==> src/rtl/dual_rail_pkg.sv <==
//------------------------------------------------------------------------------
// Module  : dual_rail_pkg
// Brief   : Shared FSM encoding and counter width for the dual-rail receiver.
// Rev     : 1.0 - initial release
//------------------------------------------------------------------------------
`timescale 1ns/1ps
`default_nettype none

package dual_rail_pkg;

  typedef enum logic [1:0] {
    IDLE = 2'd0,
    REQ  = 2'd1,
    RTZ  = 2'd2
  } rcv_state_t;

  localparam int XFER_CNT_W = 16;

endpackage

`default_nettype wire

==> src/rtl/dual_sync.sv <==
//------------------------------------------------------------------------------
// Module  : dual_sync
// Brief   : width x sync_stages flop synchronizer for one bundle of rails.
// Rev     : 1.0 - initial release
//------------------------------------------------------------------------------
`timescale 1ns/1ps
`default_nettype none

module dual_sync #(
  parameter int width       = 8,
  parameter int sync_stages = 2
) (
  input  logic             clk,
  input  logic             reset_n,
  input  logic [width-1:0] d,
  output logic [width-1:0] q
);

  logic [width-1:0] r_stage [sync_stages];

  always_ff @(posedge clk or negedge reset_n) begin
    if (!reset_n) begin
      for (int i = 0; i < sync_stages; i++) r_stage[i] <= '0;
    end else begin
      r_stage[0] <= d;
      for (int i = 1; i < sync_stages; i++) r_stage[i] <= r_stage[i-1];
    end
  end

  assign q = r_stage[sync_stages-1];

endmodule

`default_nettype wire

==> src/rtl/dual_act_rcv.sv <==
//------------------------------------------------------------------------------
// Module  : dual_act_rcv
// Brief   : Active-side four-phase dual-rail receiver with valid/ready output.
// Rev     : 1.0 - initial release
//------------------------------------------------------------------------------
`timescale 1ns/1ps
`default_nettype none

module dual_act_rcv
  import dual_rail_pkg::*;
#(
  parameter int width       = 8,
  parameter int sync_stages = 2
) (
  input  logic                  clk,
  input  logic                  reset_n,
  output logic                  req,
  input  logic [width-1:0]      ack_d0,
  input  logic [width-1:0]      ack_d1,
  output logic [width-1:0]      dout,
  output logic                  dout_valid,
  input  logic                  dout_ready,
  output logic                  err,
  output logic [XFER_CNT_W-1:0] xfer_cnt
);

  logic [width-1:0]       w_s0;
  logic [width-1:0]       w_s1;
  logic                   w_complete;
  logic                   w_empty;
  logic                   w_clash;
  logic                   w_slot_free;
  rcv_state_t             r_state;
  logic [sync_stages-1:0] r_primed;

  dual_sync #(.width(width), .sync_stages(sync_stages)) u_sync_d0 (
    .clk     (clk),
    .reset_n (reset_n),
    .d       (ack_d0),
    .q       (w_s0)
  );

  dual_sync #(.width(width), .sync_stages(sync_stages)) u_sync_d1 (
    .clk     (clk),
    .reset_n (reset_n),
    .d       (ack_d1),
    .q       (w_s1)
  );

  assign w_complete  = &(w_s0 | w_s1);
  assign w_empty     = ~|(w_s0 | w_s1);
  assign w_clash     = |(w_s0 & w_s1);
  assign w_slot_free = !dout_valid || dout_ready;

  // Synchronizers reset to zero and would fake "empty" until the real rail
  // state has propagated; r_primed blocks a request until they are flushed.
  always_ff @(posedge clk or negedge reset_n) begin
    if (!reset_n) begin
      r_state    <= IDLE;
      r_primed   <= '0;
      req        <= 1'b0;
      dout       <= '0;
      dout_valid <= 1'b0;
      err        <= 1'b0;
      xfer_cnt   <= '0;
    end else begin
      r_primed <= {r_primed[sync_stages-2:0], 1'b1};
      if (dout_valid && dout_ready) dout_valid <= 1'b0;
      case (r_state)
        IDLE: begin
          if (r_primed[sync_stages-1] && w_empty && w_slot_free) begin
            r_state <= REQ;
            req     <= 1'b1;
          end
        end
        REQ: begin
          if (w_complete) begin
            dout       <= w_s1;
            dout_valid <= 1'b1;
            if (w_clash) err <= 1'b1;
            req        <= 1'b0;
            r_state    <= RTZ;
          end
        end
        RTZ: begin
          if (w_empty) begin
            xfer_cnt <= xfer_cnt + XFER_CNT_W'(1);
            r_state  <= IDLE;
          end
        end
        default: begin
          r_state <= IDLE;
          req     <= 1'b0;
        end
      endcase
    end
  end

endmodule

`default_nettype wire

==> config.mk <==
export PLATFORM = sky130hd
export DESIGN_NAME = dual_act_rcv
export DESIGN_NICKNAME = d
export VERILOG_FILES = /design/src/rtl/dual_rail_pkg.sv /design/src/rtl/dual_sync.sv /design/src/rtl/dual_act_rcv.sv
export SDC_FILE = /design/constraint.sdc
export NUM_CORES = 1
export LEC_CHECK = 0
export CAP_MARGIN = 20
export CORE_MARGIN = 2
export CORE_UTILIZATION = 54
export CTS_CLUSTER_DIAMETER = 80
export DETAILED_ROUTE_END_ITERATION = 8
export PLACE_DENSITY = 0.81
export SYNTH_ARGS = -nofsm -noshare
export SYNTH_HDL_FRONTEND = slang
export SYNTH_SLANG_ARGS = --single-unit
export TNS_END_PERCENT = 50
==> constraint.sdc <==
create_clock -name clk -period 3.13 [get_ports clk]
set_input_delay 0.626 -clock clk [delete_from_list [all_inputs] [get_ports clk]]
set_output_delay 0.626 -clock clk [all_outputs]
set_load 0.03 [all_outputs]
==> reports/metrics.cfg <==
[layout]
syn2layout_area_growth_pct = 30.3
antenna_cells = 0
nNetsFinal = 222
seq_area_um2 = 1580
drive_above_1_share_pct = 17.4
fillers = 249
multi_input_comb_area_um2 = 631

[setup_path]
slowest_delay_ns = 0.71
crit_required_ns = 2.50
worstPathArrival_ns = 1.47
worstSetupPathType = reg2out
r2r_start = u_sync_d1.q[4]
crit_buf_inv = 1
path_cells = clkdlybuf4s50_1
reg2reg_to = dout[2]
critPathMaxFanout = 6
r2r_slack_ns = 1.05
worst_path_max_delay_cell = clkdlybuf4s50_1
end_kind = output pin
ff2ff_path_depth = 4
cp_top_family = buffers and inverters
crit_cells = 1
start_kind = register

[synthesis]
synthTopCellsByCount = dfrtp_1, xnor2_1, nand3_1
synth.yosys.seq_area_share_pct = 70.7
synth_area_um2 = 2230
yosysUniqueCellTypes = 31
muxShareOfSynthArea_pct = 5.72
ys_ff_latch = 63
synthArstFlopShare_pct = 100
synth_cells = 147
yosysMostFrequentCell = dfrtp_1
synth_top_family_by_area = simple AND/OR/NAND/NOR gates
synthSimpleGateAreaFrac_pct = 13.4
yosys.area.top_type = dfrtp_1
synth_xor_area_share_pct = 5.89
synth_edf_count = 0
synth_nets = 167
yosysTopAreaCellShare_pct = 70.7
synthTopCellsByArea = dfrtp_1, xnor2_1, mux2_4, nand4_1, nand3_1
syn_avg_cell_area_um2 = 15.2
synth_compound_area_share_pct = 2.53
ys_warn_count = 0
ys.flop_type = dfrtp_1
synthAdderAreaFrac_pct = 0.561

[place]
io_buffers = 45
globalplace.congestion = 0.770
hpwl_mm = 2.78

[floorplanning]
pin_count = 46
die-width_um = 68.3
die-area_um2 = 4660
coreArea_um2 = 4000
rows = 23
initial_core_util_pct = 55.7
die_h_um = 68.3

[detailed_routing]
vias = 1314
wirelength_mm = 3.82
vias_per_cell = 5.11
ant_nets = 0
first_iter_violations = 121
post_drt_wl_per_cell_um = 14.9
remaining_drc_errors = 0
firstDrtPassIters = 4

[global_routing]
grt.overflow.total = 0
grt_pass1_wl_mm = 6.28
grt_pass1_vias = 1416
grt_max_degree = 37
antenna_found_initial = 0
track_usage_pct = 19.4

[sta]
rsz0062_at_grt = no
final_hold_viol_count = 0
fin_skew_ns = 0.00462
period_minus_slack_ns = 2.09
slew_headroom_pct = 53.1
max_freq_mhz = 478
fin_crit_sh_pct = 66.9
setup_tns_ns = 0
worst_pin_slew_ns = 0.702
hold_ws_ns = 0.297
setup_viol = 0
final_max_slew_viol_count = 0

[worst_hold_path]
hold_path_class = in2async

[clock_tree]
numCtsBuffers = 9
clk_path_buf_depth = 2
clkLatencyLatePin_ns = 0.32
holdBufCountCts = 0
clkTransAtPathRegs_ns = 0.06
cts_num_sinks = 63
cts_root_buf = clkbuf_8
cts_tree = built
ctsResizeCount = 0
post_cts_buffers = 0
h-tree-depth = 3

[power]
irDropWorstVdd_uv = 514
leakage_uw = 0.00133
p_per_area_nw_per_um2 = 648

[flow_run]
max_cap_viol_count = 0

[outcome]
outcome = completed

[cell families (layout without fill, tap and decap cells)]
kind of cell | count (synthesis) | count (layout)
DFF | 63 | 63
and+or+nand+nor | 46 | 46
xor gates and xnor gates | 15 | 15
muxes | 9 | 9
AOI/OAI and AO/OA | 8 | 8
buffers and inverters | 4 | 64
adders and majority gates | 1 | 1
other | 1 | 1
[through the flow]
stage / util (%) / power, uW / instances / instance area [um^2] / setup slack [ns]
after floorplan: - / 1130 / 147 / 2230 / 1.48
after global placement: 68.3 / 1280 / 241 / 2730 / 1.16
after detailed placement: 68.3 / 1290 / 241 / 2730 / 1.05
after CTS: 72.6 / 1900 / 257 / 2910 / 1.01
after global routing: 72.6 / 1970 / 257 / 2910 / 0.926
final: 72.6 / 1880 / 257 / 2910 / 1.04
[cell usage in the layout (no fill, tap or decap), types with 2 or more instances in the layout]
cell type	netlist	layout
a22oi_1	2	2
and3_1	4	4
clkbuf_8	0	11
clkdlybuf4s50_1	0	44
clkinv_2	0	4
dfrtp_1	63	63
inv_1	2	2
mux2_2	2	2
mux2_4	7	7
nand2_1	6	6
nand2b_1	2	2
nand3_1	8	8
nand4_1	7	7
nor2_1	5	5
nor2_2	5	5
nor4_1	2	2
o21ai_0	2	2
xnor2_1	14	14
[sequential cells by signal, summed over array words and instances, names as in the netlist]
signal             count
dout                   8
dout_valid             1
err                    1
r_primed               2
r_state                2
req                    1
u_sync_d0.q            8
u_sync_d0.r_stage      8
u_sync_d1.q            8
u_sync_d1.r_stage      8
xfer_cnt              16
[area by class of cell]
cell class / instances / share of cell area, %
clock buffer: 12 / 5.34
clock inverter: 4 / 0.689
inverter: 2 / 0.258
tap: 50 / 2.15
sequential: 63 / 54.3
multi-input combinational: 80 / 21.7
timing repair buffer: 46 / 15.6
[power by group]
part / switching (uW) / internal, uW
registers: 50.5 / 892
logic: 175 / 158
clock network: 281 / 325
total: 506 / 1380
[worst max-delay path by stage]
stage | startpoint | endpoint | slack, ns
after global placement | u_sync_d0.q[4] | dout[1] | 1.16
after floorplan | xfer_cnt[3] | xfer_cnt[15] | 1.48
after global routing | u_sync_d1.q[0] | dout[7] | 0.93
final | xfer_cnt[3] | xfer_cnt[3] | 1.04
after CTS | xfer_cnt[3] | xfer_cnt[3] | 1.01
after detailed placement | u_sync_d0.q[4] | dout[2] | 1.05
[per-layer routing]
| layer | wire length (um) | up-vias | global-route usage (%) |
|---|---|---|---|
| met5 | 0 | - | 0 |
| met3 | 175 | 7 | 6.74 |
| met1 | 1650 | 649 | 24.0 |
| met4 | 54 | 0 | 11.3 |
| li1 | - | 621 | - |
| met2 | 1940 | 37 | 29.5 |
(Power assumes the default switching activity.)
